$ cat config.mk
export PLATFORM = sky130hd
export DESIGN_NAME = gate_tt_sequencer
export DESIGN_NICKNAME = d
export VERILOG_FILES = /design/src/rtl/gate_tt_sequencer.sv
export SDC_FILE = /design/constraint.sdc
export NUM_CORES = 1
export LEC_CHECK = 0
export ABC_AREA = 1
export BUFFER_PORTS_ARGS = -buffer_cell sky130_fd_sc_hd__buf_2
export CAP_MARGIN = 20
export CORE_MARGIN = 3
export CORE_UTILIZATION = 47
export DETAILED_ROUTE_END_ITERATION = 8
export PLACE_DENSITY = 0.83
export SYNTH_ARGS = -nofsm -noshare
export SYNTH_HDL_FRONTEND = slang
export SYNTH_SLANG_ARGS = --single-unit
$ cat constraint.sdc
create_clock -name clk -period 1.3 [get_ports clk]
set_input_delay 0.13 -clock clk [delete_from_list [all_inputs] [get_ports clk]]
set_output_delay 0.13 -clock clk [all_outputs]
set_load 0.05 [all_outputs]
$ cat src/rtl/gate_tt_sequencer.sv
// gate_tt_sequencer: walks a 2-input gate under test through its truth table
// in hardware and checks each result against an expected table.
//
// Vectors run in the order {I0,I1} = 00, 01, 10, 11 (I0 is the MSB of the
// index). Each vector is held for SETTLE_CYCLES cycles and sampled in the
// cycle after that, so one vector takes SETTLE_CYCLES+1 cycles.
//
// Parameters:
//   SETTLE_CYCLES  cycles I0/I1 are held before Out is sampled (1..15)
//   EXP_TT         expected Out per vector, bit k for vector k (default XNOR)
//
// Ports:
//   clk, rst_n     rising-edge clock, asynchronous active-low reset
//   start          begin a run; only looked at while idle
//   Out            output of the gate under test
//   I0, I1         registered drive to the gate under test
//   busy           high from the start-accept edge until the done cycle ends
//   done           one-cycle completion pulse
//   pass           no mismatches in the last run; valid from done until next start
//   fail_count     number of mismatching vectors (0..4)
//   vec_idx        index of the vector currently driven
//   err_mask       (GATE_TT_ERR_MASK_EN only) bit k set when vector k mismatched
//
// Optional build macro: GATE_TT_ERR_MASK_EN adds the err_mask port and logic.

module gate_tt_sequencer #(
  parameter int unsigned SETTLE_CYCLES = 1,
  parameter logic [3:0]  EXP_TT        = 4'b1001
) (
  input  logic       clk,
  input  logic       rst_n,
  input  logic       start,
  input  logic       Out,
  output logic       I0,
  output logic       I1,
  output logic       busy,
  output logic       done,
  output logic       pass,
  output logic [2:0] fail_count,
  output logic [1:0] vec_idx
`ifdef GATE_TT_ERR_MASK_EN
  ,
  output logic [3:0] err_mask
`endif
);

  localparam int unsigned CNT_W = 4;
  localparam int unsigned VEC_W = 2;
  localparam int unsigned FC_W  = 3;

  localparam logic [CNT_W-1:0] CNT_RELOAD = CNT_W'(SETTLE_CYCLES - 1);
  localparam logic [VEC_W-1:0] VEC_LAST   = VEC_W'(3);

  typedef enum logic [1:0] {
    ST_IDLE,
    ST_SETTLE,
    ST_SAMPLE,
    ST_DONE
  } state_t;

  state_t            state_q, state_d;
  logic [CNT_W-1:0]  cnt_q, cnt_d;
  logic [VEC_W-1:0]  vec_q, vec_d;
  logic [VEC_W-1:0]  drive_q, drive_d;
  logic [FC_W-1:0]   fc_q, fc_d;
  logic              pass_q, pass_d;
  logic              busy_q, busy_d;
  logic              done_q, done_d;
  logic              mismatch_c;
`ifdef GATE_TT_ERR_MASK_EN
  logic [3:0]        mask_q, mask_d;
`endif

  // Case-inequality so an X or Z on Out is treated as a failure.
  assign mismatch_c = (Out !== EXP_TT[vec_q]);

  // State and registered outputs.
  always_ff @(posedge clk or negedge rst_n) begin
    if (!rst_n) begin
      state_q <= ST_IDLE;
      cnt_q   <= '0;
      vec_q   <= '0;
      drive_q <= '0;
      fc_q    <= '0;
      pass_q  <= 1'b0;
      busy_q  <= 1'b0;
      done_q  <= 1'b0;
`ifdef GATE_TT_ERR_MASK_EN
      mask_q  <= '0;
`endif
    end else begin
      state_q <= state_d;
      cnt_q   <= cnt_d;
      vec_q   <= vec_d;
      drive_q <= drive_d;
      fc_q    <= fc_d;
      pass_q  <= pass_d;
      busy_q  <= busy_d;
      done_q  <= done_d;
`ifdef GATE_TT_ERR_MASK_EN
      mask_q  <= mask_d;
`endif
    end
  end

  // Next-state and next-output logic.
  always_comb begin
    state_d = state_q;
    cnt_d   = cnt_q;
    vec_d   = vec_q;
    drive_d = drive_q;
    fc_d    = fc_q;
    pass_d  = pass_q;
    busy_d  = busy_q;
    done_d  = 1'b0;
`ifdef GATE_TT_ERR_MASK_EN
    mask_d  = mask_q;
`endif

    unique case (state_q)
      ST_IDLE: begin
        if (start) begin
          drive_d = '0;
          vec_d   = '0;
          fc_d    = '0;
          pass_d  = 1'b0;
          cnt_d   = CNT_RELOAD;
          busy_d  = 1'b1;
`ifdef GATE_TT_ERR_MASK_EN
          mask_d  = '0;
`endif
          state_d = ST_SETTLE;
        end
      end

      ST_SETTLE: begin
        if (cnt_q == '0) begin
          state_d = ST_SAMPLE;
        end else begin
          cnt_d = cnt_q - CNT_W'(1);
        end
      end

      ST_SAMPLE: begin
        if (mismatch_c) begin
          fc_d = fc_q + FC_W'(1);
`ifdef GATE_TT_ERR_MASK_EN
          mask_d[vec_q] = 1'b1;
`endif
        end
        if (vec_q == VEC_LAST) begin
          // pass and done land together on entry to DONE.
          done_d  = 1'b1;
          pass_d  = (fc_d == '0);
          state_d = ST_DONE;
        end else begin
          vec_d   = vec_q + VEC_W'(1);
          drive_d = vec_q + VEC_W'(1);
          cnt_d   = CNT_RELOAD;
          state_d = ST_SETTLE;
        end
      end

      ST_DONE: begin
        busy_d  = 1'b0;
        state_d = ST_IDLE;
      end

      default: begin
        state_d = ST_IDLE;
      end
    endcase
  end

  assign I0         = drive_q[1];
  assign I1         = drive_q[0];
  assign busy       = busy_q;
  assign done       = done_q;
  assign pass       = pass_q;
  assign fail_count = fc_q;
  assign vec_idx    = vec_q;
`ifdef GATE_TT_ERR_MASK_EN
  assign err_mask   = mask_q;
`endif

endmodule

; ---- Word level (Yosys, flattened, before mapping)
; Cells that the tools add are included.
[word_totals]
ff_bits = 14
in_bits = 4
[classes]
add_sub_neg = 3
order_cmp = 1
n_eq_ne = 10
n_mux = 24
reduce_logical = 12
[ops]
columns = op, n
row1 = 4-bit 2-to-1 mux, 3
row2 = 4-bit case mux with 3 select lines, 1
row3 = 2-bit 2-to-1 mux, 5
row4 = "2-bit != test, second input constant", 5
row5 = 3-bit 2-to-1 mux, 3
row6 = 2-bit case mux with 4 select lines, 1
row7 = "2-bit equality test, second input constant", 3
row8 = 1-bit 2-to-1 mux, 6
row9 = 3-bit case mux with 2 select lines, 1
row10 = 2-bit AND reduction, 3
row11 = 3-bit AND reduction, 2
row12 = 4-bit zero test, 1
row13 = 1-bit case mux with 2 select lines, 2
row14 = 2-bit case mux with 2 select lines, 1
row15 = 4-bit AND reduction, 1
row16 = 2-bit nonzero test, 2
row17 = "4-bit by 1-bit subtractor with 4-bit output, second input constant", 1
row18 = "3-bit by 1-bit adder with 3-bit output, second input constant", 1
row19 = 3-bit zero test, 1
row20 = "2-bit by 3-bit less-than comparator with 1-bit output, second input constant", 1
row21 = 3-bit nonzero test, 1
row22 = "2-bit by 1-bit adder with 2-bit output, second input constant", 1
row23 = 1-bit binary-select mux with 2-bit select, 1
row24 = "2-bit by 1-bit equality test with 1-bit output, second input constant", 1
row25 = 2 further kinds, 2

; ---- Logic depth before layout (Yosys ltp)
; Gate-level depths: netlist of run 1.
[logic_depth]
ltp_word = 8
depth_mapped = 9

; ---- Worst setup path after synthesis of run 1
; Ideal clock, no wire load.
[synth_path]
path_type = register to register
start = reg, netlist name drive_q[0]
end = reg pass_q, in the netlist pass
arrival_time_ps = 1495
path_slack_ps = -313
path_stages_with_launch = 10
path_buffers = 0
synth_period_minus_slack_ps = 1613
path_cell_list = dfrtp_1 ha_1 inv_2 nand2_1 nand2_1 inv_1 nand2_1 nand2_1 nand3_1 nand2_1
[synth_lines]
columns = item, line
row1 = to (signal assigned), 97  ; pass_q <= pass_d;
row2 = to (decl), 66  ; logic pass_q, pass_d;

==> results of run 1 <==
==> critical path: cells and delay by family, from the launching register on <==
family,cells,cell delay (ns)
simple gates,6,0.47
buf+inv,1,0.06
fa+ha+maj,1,0.27
flops,1,0.44
==> cell usage in the layout (no fill, tap or decap) <==
cell,Yosys,layout
o22ai_2,0,1
inv_4,0,2
a21oi_1,1,1
nand3_1,7,5
dfrtp_2,0,2
or2_0,1,1
o22ai_1,2,1
buf_4,2,2
dlygate4sd3_1,0,1
a31oi_1,1,1
nand3_2,0,2
inv_1,9,7
mux2i_1,1,1
nand2_4,1,3
nand2_2,2,9
ha_1,4,2
o21ai_2,1,1
nand2_1,30,21
clkbuf_8,0,1
buf_2,0,13
inv_2,5,5
nor2_1,4,3
o21ai_0,1,1
o21ai_1,4,4
xnor2_1,1,1
nor2_2,1,2
clkbuf_4,0,3
nor2_4,1,1
ha_4,0,2
dfrtp_1,14,12
xor2_1,1,1
==> power by group through the flow <==
stage	clock [mW]	combinational (mW)	sequential, mW
after global placement	0	1.34	0.737
after CTS	0.322	1.40	0.732
final	0.311	1.64	0.739
after detailed placement	0	1.37	0.746
after global routing	0.341	1.80	0.765
after floorplan	0	0.917	0.970
==> cells by family after synthesis <==
logic type / count (synthesis) / synth area share
buffers and inverters: 16 / 0.0885
DFF: 14 / 0.459
adders and majority gates: 4 / 0.0656
and+or+nand+nor: 47 / 0.275
xor gates and xnor gates: 2 / 0.0230
AOI/OAI and AO/OA: 10 / 0.0754
muxes: 1 / 0.0131
==> cell type report <==
class                      instances  area share
multi-input combinational         64       0.431
sequential                        14       0.361
timing repair buffer              16      0.0922
inverter                          14      0.0589
clock buffer                       4      0.0371
tap                               15      0.0192
==> routing by layer <==
layer,vias up,share of wire
met1,304,0.46
met4,0,0.016
met5,-,0
met2,15,0.48
met3,4,0.050
li1,331,-
==> metrics by stage <==
step / TNS (ns) / utilization / instances / area (sq um)
floorplan: -0.158 / - / 94 / 786
global placement: 0 / 0.604 / 120 / 855
detailed placement: 0 / 0.604 / 120 / 855
CTS: 0 / 0.642 / 126 / 908
global route: -0.171 / 0.691 / 127 / 977
finish: -0.00999 / 0.691 / 127 / 977
==> what timing repair did <==
item | 4_1_cts | 5_1_grt
endpoints found under the setup margin | 1 | 6
gates resized for setup | 0 | 17
hold buffers | 1 | 0
pin swaps | 0 | 10
setup buffers | 1 | 1
endpoints found under the hold margin | 14 | 0
==> registers in the layout, indices dropped and copies added, names as in the netlist <==
register    count
busy            1
drive_q         2
done            1
cnt_q           4
pass            1
state_q         2
fail_count      3
==> worst paths after layout <==
kind | start | end | cells past startpoint
worst max-delay path | drive_q[1] | pass | 8
worst min-delay path | start | busy | 3
worst max register to register | drive_q[1] | pass | 8
worst min register to register | busy | busy | 2
max in group asynchronous | rst_n | drive_q[0] | 2
min in group asynchronous | rst_n | drive_q[1] | 2
==> results.yml, run 1 <==
global_routing:
  met1_usage: 0.181
  busiest_layer: "met2"
  grt_pass1_vias: 594
  grt_use_met2: 0.269
  grtUsageMet3: 0.0703
  grt_antenna_before_repair: 0
  grt_usage: 0.163
  grt_max_degree: 15
  grt_pass1_wl_um: 2390
  overflow: 0
cts:
  htree_levels: 1
  cts_root_buffer: "clkbuf_4"
  numCtsBuffers: 3
  path_clk_slew_ns: 0.08
  cts_tree: "yes"
  clk_latency_ns: 0.29
  clockBufferDepth: 2
  clock-sinks: 14
synthesis:
  ys_ff_latch: 14
  synth_cells: 94
  synth_cell_types: 22
  synth.most_common_cell: "nand2_1"
  avgSynthCellArea_sq_um: 8.12
  synth_edf_count: 0
  syn_nets: 102
  synth_common_cells: "nand2_1, dfrtp_1, inv_1"
  ys_top_cells_by_area: "dfrtp_1, nand2_1, ha_1"
  synth_top_cell_by_area: "dfrtp_1"
  synth_top_flop_cell: "dfrtp_1"
  syn_area_sq_um: 763
  yosysWarningCount: 0
  yosysTopAreaCellShare: 0.459
  ys_seq_area_frac: 0.459
  async_flop_share: 1.00
timing:
  slew_viol_final: 0
  clock_skew_ns: 0.00728
  setup_viol: 1
  fin_crit_ns: 1.31
  max_freq_ghz: 0.763
  whs_ns: 0.164
  slew_headroom: 0.796
  hold_viol: 0
  worst_pin_slew_ns: 0.306
  min_period_over_period: 1.01
  rsz0062_at_grt: "true"
  setup_slack_ns: -0.00999
worst_setup_path:
  cp_data_required_time_ns: 1.52
  slowest_delay_ns: 0.44
  cp_common_cell: "nand3_2"
  cp-start-kind: "flop"
  ff2ff_setup_slack_ns: -0.01
  slowest_stage: "dfrtp_2"
  path_class: "flop to flop"
  worstSetupEndpointType: "flop"
  path_max_fanout: 4
  crit_arrival_ns: 1.53
  crit_chain: "ha_4 -> inv_4 -> nand2_4 -> nand3_2 -> nand2_1 -> nor2_2 -> nand3_2 -> nand2_2"
route:
  wire_per_inst_um: 11.8
  drc: 0
  routed_wl_um: 1500
  vias_per_cell: 5.15
  drtIter0Drc: 11
  drtPass1Iterations: 4
  ant_nets: 0
  vias: 654
run:
  max_cap_violations: 0
floorplanning:
  die_h_um: 46.3
  die-area_sq_mm: 0.00214
  initial_utilization: 0.539
  die_w_um: 46.3
  core_region_area_sq_mm: 0.00142
  num_rows: 13
  io_pins: 14
final_layout:
  area.sequential_sq_um: 353
  drive_gt1_frac: 0.438
  diodes: 0
  layout.nets: 121
  syn_to_final_growth_pct: 28.0
  multi_input_area_sq_um: 422
  fillers: 112
min_path:
  min_path_type: "primary input to flop"
power_and_ir_drop:
  clkPwrFrac: 0.116
  sequentialPowerShare: 0.275
  intPower_mw: 1.30
  p_leak_nw: 0.511
  power_mw: 2.69
  ir_drop_v: 0.00156
  powerDensity_mw_per_mm2: 2750
  p_sw_mw: 1.39
  comb_power_share: 0.610
  p_sw_frac: 0.515
placement:
  dp_hpwl_um: 1090
  gp_congestion: 0.834
  port_buffers: 13
  pre_cts_slack_ns: 0.00843
status:
  violations: "setup timing"
  status: "finished, violations left"
(Power assumes the default switching activity.)
==> run 2, diff against run 1 <==
Settings changed: CELL_PAD_IN_SITES_DETAIL_PLACEMENT set to 0, CELL_PAD_IN_SITES_GLOBAL_PLACEMENT set to 1, CORE_UTILIZATION 47 to 35.
==> run 2 against run 1 <==
Effect of this change:
- the flow now finishes without violations
- wire length shrank 8.9%
- clock skew shrank 0.0049 ns
- register-to-register slack gained 0.05 ns
- highest routed layer unchanged
- hold slack gained 0.019 ns
- sequential share of layout area grew 1.0 points
- sequential power shrank 0.8%
- largest cell class unchanged
- non-clock buffer count is the same
- core utilization shrank 22 points
- die area grew 30%
==> results.yml, run 2 (same netlist as run 1, synthesis figures left out) <==
worst_setup_path:
  worstSetupEndpointType: "flop"
  crit_chain: "ha_4 -> inv_4 -> nand2_4 -> nand3_1 -> nand2_1 -> nor2_1 -> nand3_1 -> nand2_1"
  cp-start-kind: "flop"
  cp_data_required_time_ns: 1.48
  slowest_stage: "dfrtp_2"
  slowest_delay_ns: 0.44
  path_class: "flop to flop"
  ff2ff_setup_slack_ns: 0.04
  path_max_fanout: 4
  crit_arrival_ns: 1.44
min_path:
  min_path_type: "primary input to flop"
route:
  routed_wl_um: 1370
  ant_nets: 0
  drc: 0
  wire_per_inst_um: 9.85
  drtIter0Drc: 6
  vias_per_cell: 4.54
  vias: 631
  drtPass1Iterations: 4
global_routing:
  grt_pass1_vias: 573
  overflow: 0
  grt_max_degree: 15
  grt_pass1_wl_um: 2410
  grt_usage: 0.117
  grt_antenna_before_repair: 0
placement:
  detailed_place.area_sq_um: 877
  port_buffers: 13
  gp_congestion: 0.755
  dp_hpwl_um: 1080
final_layout:
  syn_to_final_growth_pct: 24.6
  final_common_cell: "nand2_1"
  fillers: 211
  top_register: "cnt_q"
  diodes: 0
  largest_reg_flops: 4
  drive_gt1_frac: 0.366
  layout.nets: 121
  stdcell_area_sq_um: 951
  final_cell_mix: "nand2_1, buf_2, dfrtp_1"
timing:
  hold_viol: 0
  worst_pin_slew_ns: 0.323
  rsz0062_at_grt: "true"
  max_freq_ghz: 0.793
  min_period_over_period: 0.970
  fin_setup_tns_ns: 0
  setup_viol: 0
  slew_headroom: 0.785
  whs_ns: 0.183
  fin_crit_ns: 1.26
  slew_viol_final: 0
  clock_skew_ns: 0.00240
floorplanning:
  num_rows: 16
  io_pins: 14
  core_region_area_sq_mm: 0.00202
  die-area_sq_mm: 0.00278
  die_w_um: 52.7
  initial_utilization: 0.377
  die_h_um: 52.7
power_and_ir_drop:
  ir_drop_v: 0.00137
  power_mw: 2.53
  powerDensity_mw_per_mm2: 2660
  p_leak_nw: 0.508
run:
  max_cap_violations: 0
cts:
  path_clk_slew_ns: 0.09
  numCtsBuffers: 3
  cts_tree: "yes"
  clock-sinks: 14
  clk_latency_ns: 0.28
  cts_root_buffer: "clkbuf_4"
  htree_levels: 1
  clockBufferDepth: 2
status:
  status: "complete, no violations"
run 2: path summary, 6_finish.rpt:
check | cells after the start | start | to
setup / recovery | 8 | drive_q[0] | pass
hold / removal | 3 | start | busy
setup reg to reg | 8 | drive_q[0] | pass
hold reg to reg | 2 | busy | busy
max in group asynchronous | 2 | rst_n | drive_q[0]
min in group asynchronous | 2 | rst_n | cnt_q[3]
run 2: metrics by stage:
| step | setup WS [ns] | instances | utilization |
|---|---|---|---|
| finish | 0.0395 | 139 | 0.470 |
| global route | -0.0321 | 139 | 0.470 |
| CTS | 0.0171 | 138 | 0.457 |
| detailed placement | 0.0316 | 133 | 0.434 |
| global placement | 0.0527 | 133 | 0.434 |
| floorplan | -0.0563 | 94 | - |
run 2: final cells by class:
| type | count | area (sq um) | share of cell area |
|---|---|---|---|
| inverter | 14 | 55.1 | 0.0579 |
| sequential | 14 | 353 | 0.371 |
| multi-input combinational | 64 | 383 | 0.403 |
| tap | 27 | 33.8 | 0.0355 |
| timing repair buffer | 16 | 90.1 | 0.0947 |
| clock buffer | 4 | 36.3 | 0.0382 |
run 2: report_power, final:
part | switching [mW] | internal, mW
registers | 0.141 | 0.592
clock network | 0.140 | 0.170
logic | 1.00 | 0.487
total | 1.28 | 1.25
run 2: timing repair:
item | in CTS | in global routing
hold endpoints to repair | 14 | 0
hold buffers | 1 | 0
buffers inserted | 0 | 1
resized for setup | 0 | 7
endpoints found under the setup margin | 0 | 5
run 2: critical path, delay by kind of cell (launching register included):
family,cells,cell delay [ns]
buffers and inverters,1,0.04
AND/OR/NAND/NOR,6,0.37
adder cells (fa/ha/maj),1,0.30
flip-flops,1,0.44
run 2: layer usage:
| layer | share of wire | GRT usage | wire, um | up-vias |
|---|---|---|---|---|
| met5 | 0 | 0 | 0 | - |
| met4 | 0.014 | 0.0383 | 19 | 0 |
| met3 | 0.053 | 0.0256 | 72 | 4 |
| met2 | 0.43 | 0.194 | 587 | 14 |
| met1 | 0.50 | 0.150 | 689 | 280 |
| li1 | - | - | - | 333 |
==> run 3, diff against run 2 <==
Settings changed: ABC_AREA 1 to 0, CORE_UTILIZATION 35 to 37, SKIP_CTS_REPAIR_TIMING set to 1.
==> run 3 against run 2 <==
Effect of this change:
- the flow now finishes with violations (setup timing)
- critical path depth decreased by 3
- die area decreased by 5.6%
- global-route usage increased by 2.6 points
- sequential share of layout area decreased by 4.2 points
- clock skew increased by 0.0032 ns
- power increased by 3.6%
- cell count decreased by 7.9%
- combinational power increased by 10%
- flip-flop and latch count unchanged
- largest cell class unchanged
- highest routed layer unchanged
==> results.yml, run 3 <==
min_path:
  min_path_type: "primary input to flop"
  hold_depth: 3
timing:
  setup_viol: 10
  worst_pin_slew_ns: 0.399
  clock_skew_ns: 0.00563
  setup_slack_ns: -0.340
  hold_viol: 0
  rsz0062_at_grt: "true"
  slew_viol_final: 0
  slew_headroom: 0.733
  fin_crit_ns: 1.64
  min_period_over_period: 1.26
  max_freq_ghz: 0.610
worst_setup_path:
  cp_data_required_time_ns: 1.48
  path_delay_family: "flip-flops"
  path_depth: 5
  path_class: "flop to flop"
  slowest_delay_ns: 0.43
  worstSetupEndpointType: "flop"
  path_buf_inv: 0
  ff2ff_setup_slack_ns: -0.34
  crit_chain: "ha_4 -> xor2_4 -> or2_4 -> mux2_4 -> a22o_1"
  cp-start-kind: "flop"
  reg2reg_depth: 5
  path_max_fanout: 2
  slowest_stage: "dfrtp_2"
  crit_arrival_ns: 1.82
final_layout:
  final_common_cell: "buf_4"
  drive_gt1_frac: 0.534
  final_cell_mix: "buf_4, buf_2, dfrtp_1"
  layout.nets: 112
  syn_to_final_growth_pct: 42.1
  diodes: 0
  stdcell_area_sq_mm: 0.00107
  largest_reg_flops: 4
  top_register: "cnt_q"
  fillers: 170
synthesis:
  async_flop_share: 1.00
  synth_top_cell_by_area: "dfrtp_1"
  yosysWarningCount: 0
  synth_edf_count: 0
  synth_top_flop_cell: "dfrtp_1"
  ys_ff_latch: 14
  syn_area_sq_um: 756
  ys_top_cells_by_area: "dfrtp_1, ha_1, a22o_1"
  synth.most_common_cell: "dfrtp_1"
  yosysTopAreaCellShare: 0.464
  avgSynthCellArea_sq_um: 10.6
  syn_nets: 79
  synth_common_cells: "dfrtp_1, inv_1, nor2_1"
  synth_cells: 71
  synth_cell_types: 28
  ys_seq_area_frac: 0.464
placement:
  pre_cts_slack_ns: -0.368
  detailed_place.area_sq_mm: 0.00100
  gp_congestion: 0.731
  dp_hpwl_um: 1250
  port_buffers: 13
floorplanning:
  initial_utilization: 0.415
  num_rows: 15
  die_w_um: 51.2
  io_pins: 14
  die-area_sq_mm: 0.00262
  die_h_um: 51.2
  core_region_area_sq_mm: 0.00182
route:
  vias_per_cell: 5.00
  routed_wl_um: 1630
  drc: 0
  drtPass1Iterations: 3
  drtIter0Drc: 15
  ant_nets: 0
  wire_per_inst_um: 12.7
  vias: 640
global_routing:
  grt_pass1_vias: 642
  grt_antenna_before_repair: 0
  grt_pass1_wl_um: 2690
  grt_usage: 0.143
  grt_max_degree: 15
  overflow: 0
cts:
  cts_tree: "yes"
  clk_latency_ns: 0.29
  path_clk_slew_ns: 0.08
  clockBufferDepth: 2
  clock-sinks: 14
  cts_root_buffer: "clkbuf_4"
  htree_levels: 1
  numCtsBuffers: 3
power_and_ir_drop:
  p_sw_mw: 1.16
  sequentialPowerShare: 0.254
  clkPwrFrac: 0.120
  intPower_mw: 1.46
  powerDensity_mw_per_mm2: 2440
  p_sw_frac: 0.442
  p_leak_nw: 0.543
  comb_power_share: 0.626
  power_mw: 2.62
  ir_drop_v: 0.00132
status:
  status: "finished, violations left"
  violations: "setup timing"
run:
  max_cap_violations: 0
## run 3: cell count changes after synthesis, sizes merged, moves of 3 or more
cell,delta
o21ai,-4
mux2,+3
inv,-8
nand2,-31
a22o,+7
## run 3: logic make-up after synthesis
group	Yosys count	synth area share
and+or+nand+nor	19	0.129
AOI/OAI and AO/OA	18	0.180
DFF	14	0.464
buffers and inverters	9	0.0546
xor gates and xnor gates	4	0.0563
adders and majority gates	4	0.0662
muxes	3	0.0497
## run 3: final timing paths
| path | from | end |
|---|---|---|
| setup / recovery | drive_q[1] | fail_count[2] |
| hold / removal | start | busy |
| setup reg to reg | drive_q[1] | fail_count[2] |
| hold reg to reg | busy | busy |
| max in group asynchronous | rst_n | drive_q[0] |
| min in group asynchronous | rst_n | cnt_q[2] |
## run 3: power by group through the flow
stage	clock network, mW	registers, mW	logic [mW]
5_1_grt	0.342	0.680	1.77
3_5_place_dp	0	0.671	1.58
6_report	0.314	0.666	1.64
2_1_floorplan	0	0.886	0.878
4_1_cts	0.322	0.664	1.59
3_3_place_gp	0	0.661	1.55
## run 3: metrics by stage
stage          TNS, ns  std cells  hold slack [ns]   util
2_1_floorplan    -1.71         71           -0.166      -
3_3_place_gp     -1.30        122           0.0430  0.551
3_5_place_dp     -1.57        122           0.0438  0.551
4_1_cts          -1.70        126           -0.270  0.570
5_1_grt          -2.05        128            0.221  0.590
6_report         -1.52        128            0.184  0.590
## run 3: tightest hold or removal path, stage by stage
cell and delay (ns):
buf_2 0.11, a21oi_1 0.07, o2bb2ai_1 0.13
## run 3: per-layer routing
layer / global-route usage / share of wire / vias up
met2: 0.236 / 0.50 / 8
li1: - / - / 315
met4: 0.0942 / 0.023 / 0
met1: 0.162 / 0.45 / 313
met3: 0.0350 / 0.029 / 4
met5: 0 / 0 / -
## run 3: final cells by class
type | instances | area (sq um) | area share
repair buffers | 31 | 203 | 0.189
clock buffers | 4 | 36.3 | 0.0338
inverters | 6 | 22.5 | 0.0210
flip-flops and latches | 14 | 353 | 0.329
well taps | 25 | 31.3 | 0.0291
multi-input cells | 48 | 428 | 0.399
